### src/rtl/fa_pkg.sv
// Shared constants and helpers for the full-adder block: counter width default,
// coverage-map width and the {A,B,Cin} -> coverage-bit index mapping.
package fa_pkg;

   localparam int CNT_W_DEFAULT = 16;
   localparam int COV_W         = 8;

   typedef logic [2:0] combo_idx_t;

   // A is the most significant bit so the index reads like the truth-table row.
   function automatic combo_idx_t combo_index(input logic a, input logic b, input logic cin);
      return {a, b, cin};
   endfunction

endpackage

### src/rtl/full_adder_cell.sv
// Purely combinational one-bit full adder; no clock or reset dependency.
module full_adder_cell (
   input  logic A,
   input  logic B,
   input  logic Cin,
   output logic Sum,
   output logic Cout
);

   assign Sum  = A ^ B ^ Cin;
   assign Cout = (A & B) | (A & Cin) | (B & Cin);

endmodule

### src/rtl/full_adder_behavioral.sv
// Full adder with an optional one-cycle registered copy, a sticky input-coverage
// map and saturating sample / carry counters.
module full_adder_behavioral
   import fa_pkg::*;
#(
   parameter int CNT_W   = CNT_W_DEFAULT,
   parameter bit REG_OUT = 1'b1
) (
   input  logic             clk,
   input  logic             rst,
   input  logic             A,
   input  logic             B,
   input  logic             Cin,
   output logic             Sum,
   output logic             Cout,
   output logic             Sum_q,
   output logic             Cout_q,
   output logic             q_valid,
   output logic [COV_W-1:0] cov_map,
   output logic             cov_full,
   output logic [CNT_W-1:0] vec_cnt,
   output logic [CNT_W-1:0] carry_cnt
);

   localparam logic [CNT_W-1:0] CNT_MAX = '1;

   logic [COV_W-1:0] cov_hit;

   full_adder_cell u_cell (
      .A    (A),
      .B    (B),
      .Cin  (Cin),
      .Sum  (Sum),
      .Cout (Cout)
   );

   // q_valid semantics: high once Sum_q/Cout_q hold a sample taken on an edge
   // after reset; it is a pure qualifier, there is no ready/back-pressure.
   generate
      if (REG_OUT) begin : g_reg
         always_ff @(posedge clk or posedge rst) begin
            if (rst) begin
               Sum_q   <= 1'b0;
               Cout_q  <= 1'b0;
               q_valid <= 1'b0;
            end else begin
               Sum_q   <= Sum;
               Cout_q  <= Cout;
               q_valid <= 1'b1;
            end
         end
      end else begin : g_noreg
         assign Sum_q   = 1'b0;
         assign Cout_q  = 1'b0;
         assign q_valid = 1'b0;
      end
   endgenerate

   always_comb begin
      cov_hit = '0;
      cov_hit[combo_index(A, B, Cin)] = 1'b1;
   end

   always_ff @(posedge clk or posedge rst) begin
      if (rst) begin
         cov_map <= '0;
      end else begin
         cov_map <= cov_map | cov_hit;
      end
   end

   assign cov_full = (cov_map == {COV_W{1'b1}});

   // Both counters stick at all-ones rather than wrapping.
   always_ff @(posedge clk or posedge rst) begin
      if (rst) begin
         vec_cnt   <= '0;
         carry_cnt <= '0;
      end else begin
         if (vec_cnt != CNT_MAX) begin
            vec_cnt <= vec_cnt + CNT_W'(1);
         end
         if (Cout && (carry_cnt != CNT_MAX)) begin
            carry_cnt <= carry_cnt + CNT_W'(1);
         end
      end
   end

endmodule

### config.mk
export PLATFORM = sky130hd
export DESIGN_NAME = full_adder_behavioral
export DESIGN_NICKNAME = d
export VERILOG_FILES = /design/src/rtl/fa_pkg.sv /design/src/rtl/full_adder_cell.sv /design/src/rtl/full_adder_behavioral.sv
export SDC_FILE = /design/constraint.sdc
export NUM_CORES = 1
export LEC_CHECK = 0
export ABC_CLOCK_PERIOD_IN_PS = 1600
export BUFFER_PORTS_ARGS = -buffer_cell sky130_fd_sc_hd__buf_2
export CORE_MARGIN = 3
export CORE_UTILIZATION = 40
export CTS_CLUSTER_DIAMETER = 80
export DETAILED_ROUTE_END_ITERATION = 10
export PLACE_DENSITY = 0.66
export SKIP_CTS_REPAIR_TIMING = 1
export SLEW_MARGIN = 20
export SYNTH_ARGS = -nofsm -noshare
export SYNTH_HDL_FRONTEND = slang
export SYNTH_SLANG_ARGS = --single-unit
### constraint.sdc
create_clock -name clk -period 1.6 [get_ports clk]
set_input_delay 0.08 -clock clk [delete_from_list [all_inputs] [get_ports clk]]
set_output_delay 0.08 -clock clk [all_outputs]
set_load 0.005 [all_outputs]
==> results of run 1 <==
cells in the mapped netlist:
| library cell | count |
|---|---|
| or4_4 | 1 |
| nand4_1 | 12 |
| and4_1 | 1 |
| nor4_1 | 2 |
| and3_1 | 4 |
| nand3_2 | 1 |
| clkbuf_1 | 1 |
| mux2_4 | 1 |
| nor3_1 | 5 |
| a31oi_1 | 3 |
| o21ai_0 | 2 |
| dfrtp_1 | 43 |
| and3_2 | 1 |
| xor2_1 | 10 |
| a21o_1 | 8 |
| nand3_1 | 8 |
| inv_1 | 8 |
| mux2_1 | 1 |
| nor2_1 | 11 |
| o41ai_4 | 1 |
| nand4_2 | 3 |
| ha_1 | 6 |
| mux2_2 | 1 |
| o31a_1 | 1 |
| a21oi_1 | 1 |
| xnor2_1 | 15 |
| nand2_1 | 11 |
| fa_1 | 1 |
| o21a_1 | 1 |
| o2111ai_1 | 1 |
| buf_6 | 1 |
| mux2i_1 | 1 |
| conb_1 | 1 |
| or2_2 | 1 |
final cells by class:
class                      count  share of cell area
timing repair buffer          91               0.202
tap                           65              0.0291
clock buffer                   6              0.0259
inverter                       8              0.0107
sequential                    43               0.384
clock inverter                 2             0.00447
multi-input combinational    117               0.344
sequential cells by signal, indices dropped and copies added (netlist names):
name       flops
Cout_q         1
Sum_q          1
carry_cnt     16
cov_map        8
q_valid        1
vec_cnt       16
worst max-delay path: cells and delay by family, from the launching register on:
family | cells | cell delay [ps]
compound gates | 1 | 440
flops | 1 | 400
mux | 1 | 290
buf+inv | 1 | 180
fa+ha+maj | 1 | 170
simple gates | 1 | 90
power by group through the flow:
stage | logic [mW] | registers [mW] | clock network (mW)
2_1_floorplan | 0.178 | 1.32 | 0
3_3_place_gp | 0.475 | 1.28 | 0
3_5_place_dp | 0.489 | 1.28 | 0
4_1_cts | 0.491 | 1.26 | 0.698
5_1_grt | 0.712 | 1.31 | 0.746
6_report | 0.650 | 1.30 | 0.674
logic make-up after synthesis:
kind of cell / count (synthesis) / share of synthesized area
xor gates and xnor gates: 25 / 0.111
adders and majority gates: 7 / 0.0482
DFF: 43 / 0.545
and+or+nand+nor: 61 / 0.173
AOI/OAI and AO/OA: 18 / 0.0741
muxes: 4 / 0.0241
other: 1 / 0.00190
buffers and inverters: 10 / 0.0228
worst min path at each step:
stage / startpoint / to / slack [ps]
floorplan: Cin / cov_map[7]$_DFF_PP0_ / 200
CTS: rst / vec_cnt[10]$_DFFE_PP0P_ / -210
global route: Cin / cov_map[5]$_DFF_PP0_ / 90
detailed placement: rst / vec_cnt[10]$_DFFE_PP0P_ / 120
finish: Cin / cov_map[1]$_DFF_PP0_ / 90
global placement: rst / vec_cnt[11]$_DFFE_PP0P_ / 120
routing by layer:
layer / vias to the layer above / global-route usage
li1: 790 / -
met1: 798 / 0.194
met4: 0 / 0.0489
met5: - / 0
met3: 9 / 0.0426
met2: 37 / 0.285
through the flow:
stage / instances / util
4_1_cts: 324 / 0.579
6_report: 332 / 0.613
5_1_grt: 332 / 0.613
3_3_place_gp: 316 / 0.561
3_5_place_dp: 316 / 0.561
2_1_floorplan: 169 / -
==> metrics.yaml, run 1 <==
status: "finished with violations"
violations: "negative setup slack"
rsz0062_at_grt: "yes"
slowest_stage: "o41ai_4"
core_um2: 4560
slew_violations: 0
path_cells: "ha_4 > nand3_4 > o41ai_4 > buf_4 > mux2_4"
grt_overflow_total: 0
r2r-start: "carry_cnt[1]$_DFFE_PP0P_"
endpoint_kind: "register"
hold-path-cell-count: 2
syn-cell-area_um2: 1970
regArea_um2: 1080
reg2reg_depth: 5
slew_headroom: 0.567
synth_cell_types: 34
crit_arrival_ps: 1870
intPower_mw: 1.84
start_util: 0.433
clkPwrFrac: 0.257
place_ws_ps: -50.8
power.density_nw_per_um2: 936
r2r_end: "carry_cnt[1]$_DFFE_PP0P_"
startpoint: "carry_cnt[1]$_DFFE_PP0P_"
sw_frac_of_total: 0.296
p_switching_uw: 776
die_area_um2: 5810
p_leak_nw: 1.40
cts_sinks: 43
clkTransAtPathRegs_ps: 80
post-route-period-util: 1.05
drt_iter0_drc: 55
clk_latency_ps: 290
fin_tns_setup_ps: -227
post-route-min-period_ps: 1680
comb_power_share: 0.248
yosys.area.top_type: "dfrtp_1"
hold_ws_ps: 85.1
clockBufferDepth: 2
drive_gt1_frac: 0.457
path_class: "register to register"
drv_cap: 0
via_per_inst: 4.92
fillers: 404
ff2ff_setup_slack_ps: -80
synth_top_area_frac: 0.545
wire_per_inst_um: 13.9
grt_pass1_wl_um: 7670
grt_max_degree: 20
antenna_found_initial: 0
synth_fp_nets: 181
required_ps: 1790
fin_skew_ps: 3.95
nets: 278
slowest_delay_ps: 440
synth_warnings: 0
drc_errors: 0
grt_pass1_vias: 1650
area_growth_pct: 41.8
synth_seq_cells: 43
numCtsBuffers: 5
worstPathMaxFanout: 3
dieWidth_um: 76.3
dr_wl_met2_um: 2360
clockRootBuffer: "clkbuf_8"
finalPower_mw: 2.62
row_count: 24
max_freq_mhz: 595
multiInputGateArea_um2: 962
seq_power_share: 0.495
yosys-top-cells-area: "dfrtp_1 54%, xnor2_1 6.7%, xor2_1 4.4%, ha_1 3.8%, nand4_1 3.8%"
vias: 1634
critPathCapture: "carry_cnt[1]$_DFFE_PP0P_"
setup_viol: 6
cts_tree: "built"
dr_wl_met3_um: 205
drt_first_pass_iters: 5
seq_area_frac_synth: 0.545
ir_drop_mv: 0.954
pin_count: 51
synthCells: 169
hpwl_um: 3290
setup_slack_ps: -79.6
place_area_um2: 2560
die_h_um: 76.3
h-tree-depth: 2
grt_usage: 0.162
ant_nets: 0
fin_area_um2: 2800
wirelength_um: 4620
diodes: 0
tightest_slew_ps: 645
gp_congestion: 0.890
layout_common_cells: "50 x buf_2, 43 x dfrtp_1, 39 x buf_4, 15 x xnor2_1, 12 x nand4_1"
finalHoldViolations: 0
avgSynthCellArea_um2: 11.7
highest_layer: "met4"
startpoint_type: "register"
final_common_cell: "buf_2"
numPortBuffers: 50
met1Wirelength_um: 1980
min_path_type: "input pin to register"
No activity file was read; power rests on OpenSTA's default activity.
==> inputs of run 2 (changes only) <==
Settings changed: CORE_UTILIZATION 40 to 29, PLACE_DENSITY 0.66 to not set.
==> run 2 against run 1 <==
The run now ends clean. Global-route usage down 3.5 points. Clock skew about the same. Routed wire length up 0.26%. Maximum frequency rose by 5.9%. Sequential power hardly changed. Die area increased by 35%. Critical path type unchanged. Non-clock buffer count rose by 3.
==> metrics.yaml, run 2 (synthesis gave the netlist of run 1 again) <==
clockBufferDepth: 2  # unchanged
gp_congestion: 0.779  # -13%
grt_usage: 0.127  # -0.0354
setup_viol: 0  # -6
fin_area_um2: 2830  # +1.2%
numCtsBuffers: 5  # unchanged
reg2reg_depth: 4  # -1
drt_iter0_drc: 20  # -64%
multiInputGateArea_um2: 912  # -5.2%
worstPathMaxFanout: 10  # +7
drive_gt1_frac: 0.439  # -0.0183
die_h_um: 88.5  # +16%
dieWidth_um: 88.5  # +16%
clk_latency_ps: 290  # about the same
ant_nets: 0  # unchanged
grt_pass1_vias: 1642  # -0.48%
r2r_end: "vec_cnt[1]$_DFFE_PP0P_"
clkPwrFrac: 0.322  # +0.065
hold-path-cell-count: 2  # unchanged
cts_tree: "built"
ff2ff_setup_slack_ps: 10  # +90 ps
wire_per_inst_um: 13.4  # -3.8%
comb_power_share: 0.209  # -0.039
max_freq_mhz: 630  # +5.9%
pin_count: 51  # unchanged
required_ps: 1780  # about the same
slowest_stage: "or4_4"
core_um2: 6460  # +42%
final_util: 0.438  # -0.175
vias: 1625  # -0.55%
rsz0062_at_grt: "yes"
r2r-start: "vec_cnt[0]$_DFFE_PP0P_"
min_to: "Sum_q$_DFF_PP0_"
h-tree-depth: 2  # unchanged
reg_top3: "carry_cnt: 16 flops, vec_cnt: 16 flops, cov_map: 8 flops"
place_area_um2: 2630  # +2.8%
antenna_found_initial: 0  # unchanged
wirelength_um: 4630  # +0.26%
via_per_inst: 4.70  # -4.6%
slew_violations: 0  # unchanged
drc_errors: 0  # unchanged
layout_common_cells: "50 x buf_2, 43 x dfrtp_1, 42 x buf_4, 15 x xnor2_1, 12 x nand4_1"
path_class: "register to register"
die_area_um2: 7830  # +35%
hpwl_um: 3600  # +9.2%
p_leak_nw: 1.43  # +2.0%
row_count: 29  # +21%
worstHoldStart: "Cin"
numPortBuffers: 50  # unchanged
sw_frac_of_total: 0.268  # -0.0285
path_depth: 4  # -1
path_cells: "ha_2 > nand4_1 > or4_4 > mux2_4"
clockRootBuffer: "clkbuf_8"
post-route-min-period_ps: 1590  # -93.0 ps
finalHoldViolations: 0  # unchanged
seq_power_share: 0.469  # -0.026
fin_skew_ps: 3.65  # -0.301 ps
power.density_nw_per_um2: 972  # +3.9%
start_util: 0.306  # -0.127
ir_drop_mv: 0.814  # -15%
grt_overflow_total: 0  # unchanged
endpoint_kind: "register"
post-route-period-util: 0.992  # -0.0581
status: "complete, no violations"
drv_cap: 0  # unchanged
clkTransAtPathRegs_ps: 80  # about the same
cp_top_family: "simple AND/OR/NAND/NOR gates"
final_common_cell: "buf_2"
crit_arrival_ps: 1770  # -100 ps
grt_max_degree: 20  # unchanged
drt_first_pass_iters: 4  # -1
nets: 280  # +0.72%
startpoint_type: "register"
area_growth_pct: 43.4
cts_sinks: 43  # unchanged
diodes: 0  # unchanged
grt_pass1_wl_um: 7560  # -1.5%
min_path_type: "input pin to register"
intPower_mw: 2.02  # +9.4%
crit_buf_inv: 0  # -1
fillers: 645  # +60%
regArea_um2: 1080  # unchanged
slowest_delay_ps: 510  # +70 ps
p_switching_uw: 737  # -5.0%
==> run 2: metal layers <==
layer	GRT usage	vias to the layer above	part of all wire
met5	0	-	0
met4	0.0412	0	0.011
met3	0.0372	5	0.048
met2	0.211	41	0.49
met1	0.157	788	0.45
li1	-	791	-
==> run 2: power groups by stage <==
stage	combinational, mW	clock (mW)	sequential (mW)
floorplan	0.178	0	1.32
global placement	0.471	0	1.28
detailed placement	0.479	0	1.28
CTS	0.480	0.929	1.27
global route	0.639	0.978	1.31
finish	0.576	0.886	1.29
==> run 2: cell type report <==
| class | instances | area share |
|---|---|---|
| tap | 77 | 0.0340 |
| inverter | 8 | 0.0106 |
| multi-input combinational | 116 | 0.322 |
| timing repair buffer | 94 | 0.210 |
| clock inverter | 2 | 0.0137 |
| clock buffer | 6 | 0.0292 |
| sequential | 43 | 0.380 |
==> run 2: per-stage QoR <==
stage / std cells / setup slack, ps / setup TNS [ps] / hold slack, ps / power, mW
after CTS: 342 / 1.62 / 0 / -277 / 2.68
final: 346 / 13.4 / 0 / 119 / 2.75
after detailed placement: 334 / 15.9 / 0 / 59.1 / 1.76
after floorplan: 169 / -147 / -690 / 197 / 1.49
after global routing: 346 / -51.3 / -136 / 113 / 2.92
after global placement: 334 / 37.2 / 0 / 51.4 / 1.75
==> run 2: how the worst max path moves through the flow <==
stage	endpoint	startpoint	slack, ps
floorplan	vec_cnt[1]$_DFFE_PP0P_	vec_cnt[0]$_DFFE_PP0P_	-150
global placement	vec_cnt[1]$_DFFE_PP0P_	vec_cnt[0]$_DFFE_PP0P_	40
detailed placement	vec_cnt[1]$_DFFE_PP0P_	vec_cnt[1]$_DFFE_PP0P_	20
CTS	vec_cnt[1]$_DFFE_PP0P_	vec_cnt[0]$_DFFE_PP0P_	2
global route	vec_cnt[1]$_DFFE_PP0P_	vec_cnt[1]$_DFFE_PP0P_	-50
finish	vec_cnt[1]$_DFFE_PP0P_	vec_cnt[0]$_DFFE_PP0P_	10
==> inputs of run 3 (changes only) <==
Settings changed: PLACE_DENSITY set to 0.55.
==> run 3 against run 2 <==
The flow now finishes with violations (negative setup slack). Critical endpoint unchanged. Largest power group unchanged. Combinational power decreased by 6.8%. Flip-flop and latch count unchanged. Largest cell class unchanged. Non-clock buffer count decreased by 2.
==> metrics.yaml, run 3 (synthesis gave the netlist of run 1 again) <==
required_ps: 1780  # about the same
row_count: 29  # unchanged
grt_usage: 0.121  # -0.00515
core_um2: 6460  # unchanged
h-tree-depth: 2  # unchanged
highest_layer: "met4"
ir_drop_mv: 0.743  # -8.8%
path_class: "register to register"
final_cells: 344  # -0.58%
tightest_slew_ps: 815
slew_headroom: 0.453
diodes: 0  # unchanged
final_common_cell: "buf_2"
cts_tree: "built"
min_path_type: "input pin to register"
hpwl_um: 3410  # -5.0%
max_freq_mhz: 620  # -1.7%
ant_nets: 0  # unchanged
via_per_inst: 4.74  # +1.0%
start_util: 0.306  # unchanged
rsz0062_at_grt: "yes"
drt_first_pass_iters: 4  # unchanged
grt_max_degree: 23  # +15%
numPortBuffers: 50  # unchanged
reg_top3: "carry_cnt: 16 flops, vec_cnt: 16 flops, cov_map: 8 flops"
place_area_um2: 2630  # -0.28%
antenna_found_initial: 0  # unchanged
pin_count: 51  # unchanged
endpoint_kind: "register"
vias: 1632  # +0.43%
met1Wirelength_um: 1980  # -5.2%
layout_common_cells: "50 x buf_2, 43 x dfrtp_1, 40 x buf_4, 15 x xnor2_1, 12 x nand4_1"
drv_cap: 0  # unchanged
fin_area_um2: 2800  # -1.1%
grt_pass1_vias: 1608  # -2.1%
post-route-min-period_ps: 1610  # +26.7 ps
final_util: 0.434  # -0.00484
worstPathMaxFanout: 5  # -5
die_h_um: 88.5  # unchanged
gp_congestion: 0.802  # +3.0%
clockBufferDepth: 2  # unchanged
numCtsBuffers: 5  # unchanged
dieWidth_um: 88.5  # unchanged
area_growth_pct: 41.8
drt_iter0_drc: 50  # +150%
clkTransAtPathRegs_ps: 80  # about the same
violations: "negative setup slack"
die_area_um2: 7830  # unchanged
status: "finished with violations"
setup_slack_ps: -13.3  # -26.7 ps
drc_errors: 0  # unchanged
grt_overflow_total: 0  # unchanged
slew_violations: 0  # unchanged
clk_latency_ps: 290  # about the same
nets: 279  # -0.36%
cts_sinks: 43  # unchanged
wirelength_um: 4460  # -3.7%
drive_gt1_frac: 0.446  # +0.00703
p_leak_nw: 1.40  # -2.0%
wire_per_inst_um: 13.0  # -3.1%
dr_wl_met2_um: 2150  # -4.9%
dr_wl_met3_um: 290  # +29%
post-route-period-util: 1.01  # +0.0167
startpoint_type: "register"
fin_skew_ps: 10.9  # +7.24 ps
power.density_nw_per_um2: 897  # -7.7%
grt_pass1_wl_um: 7420  # -1.8%
setup_viol: 1  # +1
clockRootBuffer: "clkbuf_8"
crit_arrival_ps: 1790  # +20 ps
placed_cells: 333  # -0.30%
finalHoldViolations: 0  # unchanged
-- run 3: worst max-delay path, cell delays in order, from the launching register on --
cell	delay, ps
dfrtp_1	360
ha_2	180
nand4_1	150
or4_4	490
mux2_4	310
-- run 3: layout make-up --
cell class / instances / area, um2
clock buffers: 6 / 82.6
clock inverters: 1 / 5.00
fillers: 660 / 3660
inverters: 8 / 30.0
multi-input cells: 117 / 930
flip-flops and latches: 43 / 1080
well taps: 77 / 96.3
repair buffers: 92 / 581
-- run 3: metrics by stage --
| stage | power (mW) | hold slack [ps] | worst slack [ps] | TNS (ps) |
|---|---|---|---|---|
| 2_1_floorplan | 1.49 | 197 | -147 | -690 |
| 3_3_place_gp | 1.75 | 179 | 30.5 | 0 |
| 3_5_place_dp | 1.76 | 177 | -8.96 | -8.96 |
| 4_1_cts | 2.45 | -141 | -27.8 | -27.8 |
| 5_1_grt | 2.69 | 117 | -68.6 | -226 |
| 6_report | 2.51 | 94.7 | -13.3 | -13.3 |
-- run 3: power by group --
group | switching (mW) | total (mW) | internal (mW)
Clock | 0.349 | 0.688 | 0.339
Sequential | 0.108 | 1.29 | 1.18
Combinational | 0.241 | 0.537 | 0.296
-- run 3: worst paths after layout --
kind	start	endpoint	slack (ps)	cells past startpoint
worst max register to register	vec_cnt[1]$_DFFE_PP0P_	vec_cnt[1]$_DFFE_PP0P_	-10	4
max in group asynchronous	rst	carry_cnt[11]$_DFFE_PP0P_	680	4
worst max-delay path	vec_cnt[1]$_DFFE_PP0P_	vec_cnt[1]$_DFFE_PP0P_	-10	4
worst min-delay path	Cin	Sum_q$_DFF_PP0_	90	2
min in group asynchronous	rst	vec_cnt[0]$_DFFE_PP0P_	390	3
worst min register to register	cov_map[2]$_DFF_PP0_	cov_map[2]$_DFF_PP0_	480	1
-- run 3: routing by layer --
metal  vias to the layer above  global-route usage
li1                        791                   -
met1                       787               0.155
met2                        50               0.200
met3                         4              0.0382
met4                         0              0.0330
met5                         -                   0
